<file path="src/rtl/in_xif.sv">
// XIF payload types shared between the FPU and the core-side result path.
`ifndef X_ID_WIDTH
`define X_ID_WIDTH 4
`endif
`ifndef XLEN
`define XLEN 32
`endif

package in_xif;

  // Result returned to the core for one offloaded instruction.
  typedef struct packed {
    logic [`X_ID_WIDTH-1:0] id;
    logic [`XLEN-1:0]       data;
    logic [4:0]             rd;
    logic                   we;
  } x_result_t;

  // Commit strobe payload; commit_kill cancels the instruction with this id.
  typedef struct packed {
    logic [`X_ID_WIDTH-1:0] id;
    logic                   commit_kill;
  } x_commit_t;

endpackage : in_xif

</file>
<file path="src/rtl/pa_rvfpm.sv">
// Shared FPU-side types and defaults for the result buffer.
package pa_rvfpm;

  import in_xif::*;

  // Default number of buffered results.
  localparam int unsigned RB_DEPTH = 4;

  // One buffer slot: the stored result plus its cancellation flag.
  typedef struct packed {
    x_result_t res;
    logic      killed;
  } rb_entry_t;

endpackage : pa_rvfpm

</file>
<file path="src/rtl/rvfpm_result_buffer.sv">
// In-order result FIFO between the FPU result output and the XIF result
// interface. Entries cancelled by a commit kill are dropped at the head
// without ever being offered to the core.
`ifndef X_ID_WIDTH
`define X_ID_WIDTH 4
`endif
`ifndef XLEN
`define XLEN 32
`endif

module rvfpm_result_buffer
  import in_xif::*;
  import pa_rvfpm::*;
#(
  parameter int unsigned DEPTH      = RB_DEPTH,   // power of two, >= 2
  parameter int unsigned X_ID_WIDTH = `X_ID_WIDTH,
  parameter int unsigned XLEN       = `XLEN
) (
  input  logic                   ck,
  input  logic                   rst,
  input  logic                   in_valid,
  output logic                   in_ready,
  input  x_result_t              in_result,
  input  logic                   commit_valid,
  input  x_commit_t              commit,
  output logic                   out_valid,
  input  logic                   out_ready,
  output x_result_t              out_result,
  output logic [$clog2(DEPTH):0] count
);

  localparam int unsigned PTR_W = $clog2(DEPTH);
  localparam int unsigned CNT_W = PTR_W + 1;

  rb_entry_t        mem_q [DEPTH];
  rb_entry_t        mem_d [DEPTH];
  logic [PTR_W-1:0] head_q, head_d;
  logic [PTR_W-1:0] tail_q, tail_d;
  logic [CNT_W-1:0] count_q, count_d;

  logic             push;
  logic             pop;
  logic             drop;
  logic             head_adv;
  logic             non_empty;
  logic             kill_req;
  logic [X_ID_WIDTH-1:0] kill_id;
  rb_entry_t        head_entry;

  // A slot is live when it lies within count entries of the head.
  function automatic logic slot_live(input logic [PTR_W-1:0] idx,
                                     input logic [PTR_W-1:0] head,
                                     input logic [CNT_W-1:0] cnt);
    logic [PTR_W-1:0] off;
    off = idx - head;
    return {1'b0, off} < cnt;
  endfunction

  // Handshake decode; in_ready depends on registered count only.
  always_comb begin
    head_entry = mem_q[head_q];
    non_empty  = (count_q != '0);
    in_ready   = (count_q < CNT_W'(DEPTH));
    out_valid  = non_empty && !head_entry.killed;
    push       = in_valid && in_ready;
    pop        = out_valid && out_ready;
    drop       = non_empty && head_entry.killed;
    head_adv   = pop || drop;
    kill_req   = commit_valid && commit.commit_kill;
    kill_id    = commit.id[X_ID_WIDTH-1:0];
  end

  // Output payload is zeroed whenever nothing is being offered.
  always_comb begin
    out_result = head_entry.res;
    if (!out_valid) begin
      out_result.id   = '0;
      out_result.data = {XLEN{1'b0}};
      out_result.rd   = '0;
      out_result.we   = 1'b0;
    end
  end

  // Next-state for pointers and occupancy.
  always_comb begin
    // NOTE: every variable gets a default first so no path leaves it
    // unassigned, which would otherwise infer a latch.
    head_d  = head_q;
    tail_d  = tail_q;
    count_d = count_q;
    if (head_adv) begin
      head_d = head_q + PTR_W'(1);
    end
    if (push) begin
      tail_d = tail_q + PTR_W'(1);
    end
    case ({push, head_adv})
      2'b10:   count_d = count_q + CNT_W'(1);
      2'b01:   count_d = count_q - CNT_W'(1);
      default: count_d = count_q;
    endcase
  end

  // Next-state for storage: apply kills to live entries, then write the push.
  always_comb begin
    mem_d = mem_q;
    for (int i = 0; i < int'(DEPTH); i++) begin
      // The head currently offered to the core is never withdrawn: its
      // valid/payload must stay stable until the handshake, and a kill
      // racing the pop loses to the pop.
      if (kill_req
          && slot_live(PTR_W'(i), head_q, count_q)
          && !(out_valid && (PTR_W'(i) == head_q))
          && (mem_q[i].res.id == kill_id)) begin
        mem_d[i].killed = 1'b1;
      end
    end
    if (push) begin
      mem_d[tail_q].res    = in_result;
      mem_d[tail_q].killed = kill_req && (in_result.id == kill_id);
    end
  end

  // State registers with asynchronous active-low reset.
  always_ff @(posedge ck or negedge rst) begin
    if (!rst) begin
      head_q  <= '0;
      tail_q  <= '0;
      count_q <= '0;
      // NOTE: the payload array is reset too, so a result stored before
      // reset can never resurface and out_result is deterministic.
      for (int i = 0; i < int'(DEPTH); i++) begin
        mem_q[i] <= '0;
      end
    end else begin
      // NOTE: sequential state uses non-blocking assignments so every flop
      // samples the pre-edge values regardless of statement order.
      head_q  <= head_d;
      tail_q  <= tail_d;
      count_q <= count_d;
      for (int i = 0; i < int'(DEPTH); i++) begin
        mem_q[i] <= mem_d[i];
      end
    end
  end

  assign count = count_q;

endmodule : rvfpm_result_buffer

</file>
<file path="config.mk">
export PLATFORM = sky130hd
export DESIGN_NAME = rvfpm_result_buffer
export DESIGN_NICKNAME = d
export VERILOG_FILES = /design/src/rtl/in_xif.sv /design/src/rtl/pa_rvfpm.sv /design/src/rtl/rvfpm_result_buffer.sv
export SDC_FILE = /design/constraint.sdc
export NUM_CORES = 1
export LEC_CHECK = 0
export BUFFER_PORTS_ARGS = -buffer_cell sky130_fd_sc_hd__buf_2
export CAP_MARGIN = 10
export CORE_MARGIN = 2
export CORE_UTILIZATION = 63
export DETAILED_ROUTE_END_ITERATION = 10
export PLACE_DENSITY = 0.95
export SLEW_MARGIN = 10
export SYNTH_ARGS = -nofsm -noshare
export SYNTH_HDL_FRONTEND = slang
export SYNTH_SLANG_ARGS = --single-unit
</file>
<file path="constraint.sdc">
create_clock -name ck -period 5.2 [get_ports ck]
set_input_delay 1.3 -clock ck [delete_from_list [all_inputs] [get_ports ck]]
set_output_delay 1.3 -clock ck [all_outputs]
set_load 0.05 [all_outputs]
</file>
### Word-level counts from Yosys, hierarchy flattened

Index checks and enable logic that the tools add are counted.

| storage, ports and cells | value |
|---|---|
| logic and storage cells | 99 |
| bits in registers | 179 |
| output and inout bits | 47 |

| operators by class | value |
|---|---|
| eq/ne operators | 10 |
| bitwise logic cells | 2 |
| $add $sub $neg | 8 |
| muxes and demuxes | 16 |
| order comparisons | 8 |
| reductions and logical operators | 32 |

Operators with widths:

| operator | count |
|---|---|
| $bwmux 172 | 2 |
| $demux 43 s2 | 2 |
| $mux 130 | 1 |
| $mux 43 | 3 |
| $bmux 43 s2 | 1 |
| $mux 42 | 1 |
| $logic_and 1x1->1 | 23 |
| $eq 4x4->1 | 5 |
| $lt 2x3->1 | 4 |
| $ge 3x3->1 const B | 2 |
| $not 2->3 | 2 |
| $pmux 3 s2 | 1 |
| $logic_not 1->1 | 5 |
| $mux 1 | 5 |
| $add 2x1->2 const B | 2 |
| $eq 2x2->1 const A | 2 |
| $sub 1x2->2 const A | 2 |
| $sub 2x2->2 const A | 2 |
| $add 3x1->3 const B | 1 |
| $lt 3x1->1 const B | 1 |
| $lt 3x3->1 const B | 1 |
| $reduce_bool 3->1 | 1 |
| $sub 3x1->3 const B | 1 |
| $eq 1x2->1 const A | 1 |
| other kinds (5) | 5 |

### Logic depth before layout (Yosys ltp)

| depth | value |
|---|---|
| word-level depth | 14 |
| gate-level depth with buffers | 10 |
| gate-level depth less buffers | 9 |

### Least setup slack after synthesis

No wires, ideal clock.

| timing | value |
|---|---|
| path type | reg2out |
| start | reg head_q[0] |
| end | out out_result[11] (netlist name) |
| stages on the path, launching flop included | 5 |
| data arrival time | 2174 ps |
| data required time | 3900 ps |
| slack | 1726 ps |
| path buffers | 1 |
| path through | dfrtp_1 > mux4_2 > nor2b_1 > clkbuf_1 > and2_1 |

RTL lines:

| what | line | text |
|---|---|---|
| start, declared | rvfpm_result_buffer.sv:37 | `logic [PTR_W-1:0] head_q, head_d;` |
| start signal, assigned | rvfpm_result_buffer.sv:127 | `head_q <= '0;` |
| start signal, assigned | rvfpm_result_buffer.sv:138 | `head_q <= head_d;` |
| end, declared | rvfpm_result_buffer.sv:28 | `output x_result_t out_result,` |

==> summary.txt <==
Run status
  – Result of the run: complete, no violations

GRT
  – Global-route congestion overflow total: 0
  – Largest net degree at the start of global routing: 75
  – Total Routing Usage GR: 27.4%
  – Initial antenna violation count: 0
  – Vias in the first global route: 5748
  – Wire length of the first global-routing pass: 30.0 mm

Clock network
  – Setup bufs post-CTS: 0
  – CTS hold repair buffers: 0
  – Clock Sink Count: 179
  – Master cell of the clock root buffer: sky130_fd_sc_hd__clkbuf_16
  – CTS tree: done
  – Clock-pin transition on the worst setup and hold timing paths: 0.06 ns
  – Resize count post-CTS: 0
  – Clock H-tree levels: 4
  – Bufs on Longest Clock Path: 2
  – Clock latency on the worst-skew pair: 0.43 ns
  – Number of buffers created by CTS: 17

Drt
  – Average via count per standard cell: 6.11
  – DRT antenna net count: 0
  – DRC violation count after routing: 0
  – Average wire length per cell after detail routing: 21.8 um
  – First-pass iteration count of the detailed router: 5
  – Detailed-route via count: 5171
  – First DRT Iteration DRCs: 417
  – Total wire length after detailed routing: 18.4 mm

Floorplanning
  – Total number of placement rows: 42
  – Die Y-Extent: 120 um
  – Area of the die: 14400 um^2
  – Starting Density: 64.5%
  – CORE AREA: 13200 um^2
  – Width of the die: 120 um
  – Num ports: 99

Timing
  – Fin. Hold Viols: 0
  – Setup Total Neg Slack: 0 ns
  – Final setup violating endpoints: 0
  – Number of slew-limit violations in the final report: 0
  – Period minus WS final: 4.29 ns
  – Transition time of the tightest slew-check pin: 0.917 ns
  – Final period util: 82.4%
  – Worst hold slack after final layout: 0.500 ns
  – Maximum clock frequency: 0.233 GHz
  – RSZ-0062 raised after global routing: no
  – Relative slew slack: 38.9%
  – Clk_skew: 0.00441 ns

Cells and area
  – Antenna diode count: 0
  – Post-layout utilization of the core: 74.1%
  – Fraction of final layout cells sized beyond drive strength 1: 53.4%
  – Register area: 4480 um^2
  – Synthesis-to-layout area growth: 14.9%
  – Top library cells by usage in the layout, fill and taps aside: sky130_fd_sc_hd__dfrtp_1, sky130_fd_sc_hd__mux2_2, sky130_fd_sc_hd__buf_2, sky130_fd_sc_hd__and2_1, sky130_fd_sc_hd__mux4_2
  – Multi-input gate area in the final layout: 3820 um^2
  – Most common cell after layout, fill and taps aside: sky130_fd_sc_hd__dfrtp_1
  – Fill count: 779
  – Cell Count, Final, Fillers Out: 846
  – Number of nets in the layout: 723

Run
  – Number of max-cap violations: 0

Placement
  – Buffers on Ports: 98
  – HPWL after detailed placement: 11.3 mm
  – Final weighted congestion of routability-driven global placement: 0.899
  – Cell total after placement: 814

Critical path
  – Category of the most critical setup path: reg -> out
  – Worst-path fanout max: 28
  – CP endpoint kind: output pin
  – Startpoint Class: flop
  – Required time at the worst-slack endpoint: 3.90 ns
  – Arrival time reported for the critical path endpoint: 2.99 ns

Yosys
  – Yosys reg bits: 179
  – Number of flops mapped to enable cells by yosys: 0
  – Warnings, synthesis: 0
  – Top flip-flop cell by instance count after synthesis: sky130_fd_sc_hd__dfrtp_1
  – Unique masters post-synth: 30
  – Total nets after synthesis: 632
  – Seq/Total Area, Yosys: 52.7%
  – Number of instances in the synthesized netlist: 566
  – FFs w/ async S/R, synth: 100%
  – Post-Syn Area: 8510 um^2
  – Synthesized area per cell: 15.0 um^2

Worst hold path
  – Path type of the worst min-delay path: reg -> reg
[per-layer routing]
metal / track usage [%] / up-vias / wire length [um]
li1: - / 2225 / -
met1: 35.8 / 2731 / 7440
met2: 46.4 / 184 / 9730
met3: 5.42 / 31 / 969
met4: 9.56 / 0 / 301
met5: 0 / - / 0
[cell usage after synthesis, types with 3 or more instances]
master                     count  area share [%]
sky130_fd_sc_hd__and2_1       45             3.3
sky130_fd_sc_hd__xnor2_1      14             1.4
sky130_fd_sc_hd__mux4_2       43              11
sky130_fd_sc_hd__nor2_1        3            0.13
sky130_fd_sc_hd__o21ai_0       5            0.29
sky130_fd_sc_hd__a21oi_1       3            0.18
sky130_fd_sc_hd__dfrtp_1     179              53
sky130_fd_sc_hd__o221ai_1      3            0.31
sky130_fd_sc_hd__xor2_1       10             1.0
sky130_fd_sc_hd__ha_1         13             1.9
sky130_fd_sc_hd__buf_2        24             1.4
sky130_fd_sc_hd__inv_1        11            0.49
sky130_fd_sc_hd__mux2_2      169              22
sky130_fd_sc_hd__clkbuf_1      9            0.40
sky130_fd_sc_hd__nand2_1      12            0.53
sky130_fd_sc_hd__nor2b_1       4            0.29
sky130_fd_sc_hd__nand4_1       4            0.29
[worst paths after layout]
check	slack [ns]	endpoint	depth (start not counted)	startpoint
hold / removal	0.50	flop	1	flop
max in group asynchronous	3.14	asynchronous set/reset pin	2	rst
min in group asynchronous	0.89	asynchronous set/reset pin	1	rst
setup reg to reg	2.24	mem_q[43]	8	head_q[1]
hold reg to reg	0.50	flop	1	flop
setup / recovery	0.91	out_result[17]	5	head_q[1]
[worst max-delay path, stage by stage (launching register included)]
cell and delay (ns):
sky130_fd_sc_hd__dfrtp_2 0.84, sky130_fd_sc_hd__mux4_2 0.45, sky130_fd_sc_hd__nor2b_2 0.46, sky130_fd_sc_hd__buf_4 0.36
sky130_fd_sc_hd__and2_1 0.17, sky130_fd_sc_hd__buf_2 0.26
[through the flow]
stage	setup slack [ns]	cell area (um^2)
6_report	0.914	9780
5_1_grt	0.792	9780
4_1_cts	0.905	9780
3_5_place_dp	1.39	9140
3_3_place_gp	1.51	9140
2_1_floorplan	1.73	8510
[final cells by class]
cell class              count  area share [%]
flip-flops and latches    179            45.9
well taps                 176            2.25
repair buffers            108            5.85
clock inverters             8            1.24
multi-input cells         340            39.1
inverters                  11           0.422
clock buffers              24            5.23
[cells by family after synthesis]
group	share of synthesized area [%]
compound gates	1.53
xor+xnor	2.47
fa+ha+maj	2.15
buf+inv	2.52
flops	52.7
mux	33.9
simple gates	4.80
Power is not shown: default switching activity piles up to over one toggle a cycle in this logic, so the estimate is an artifact.
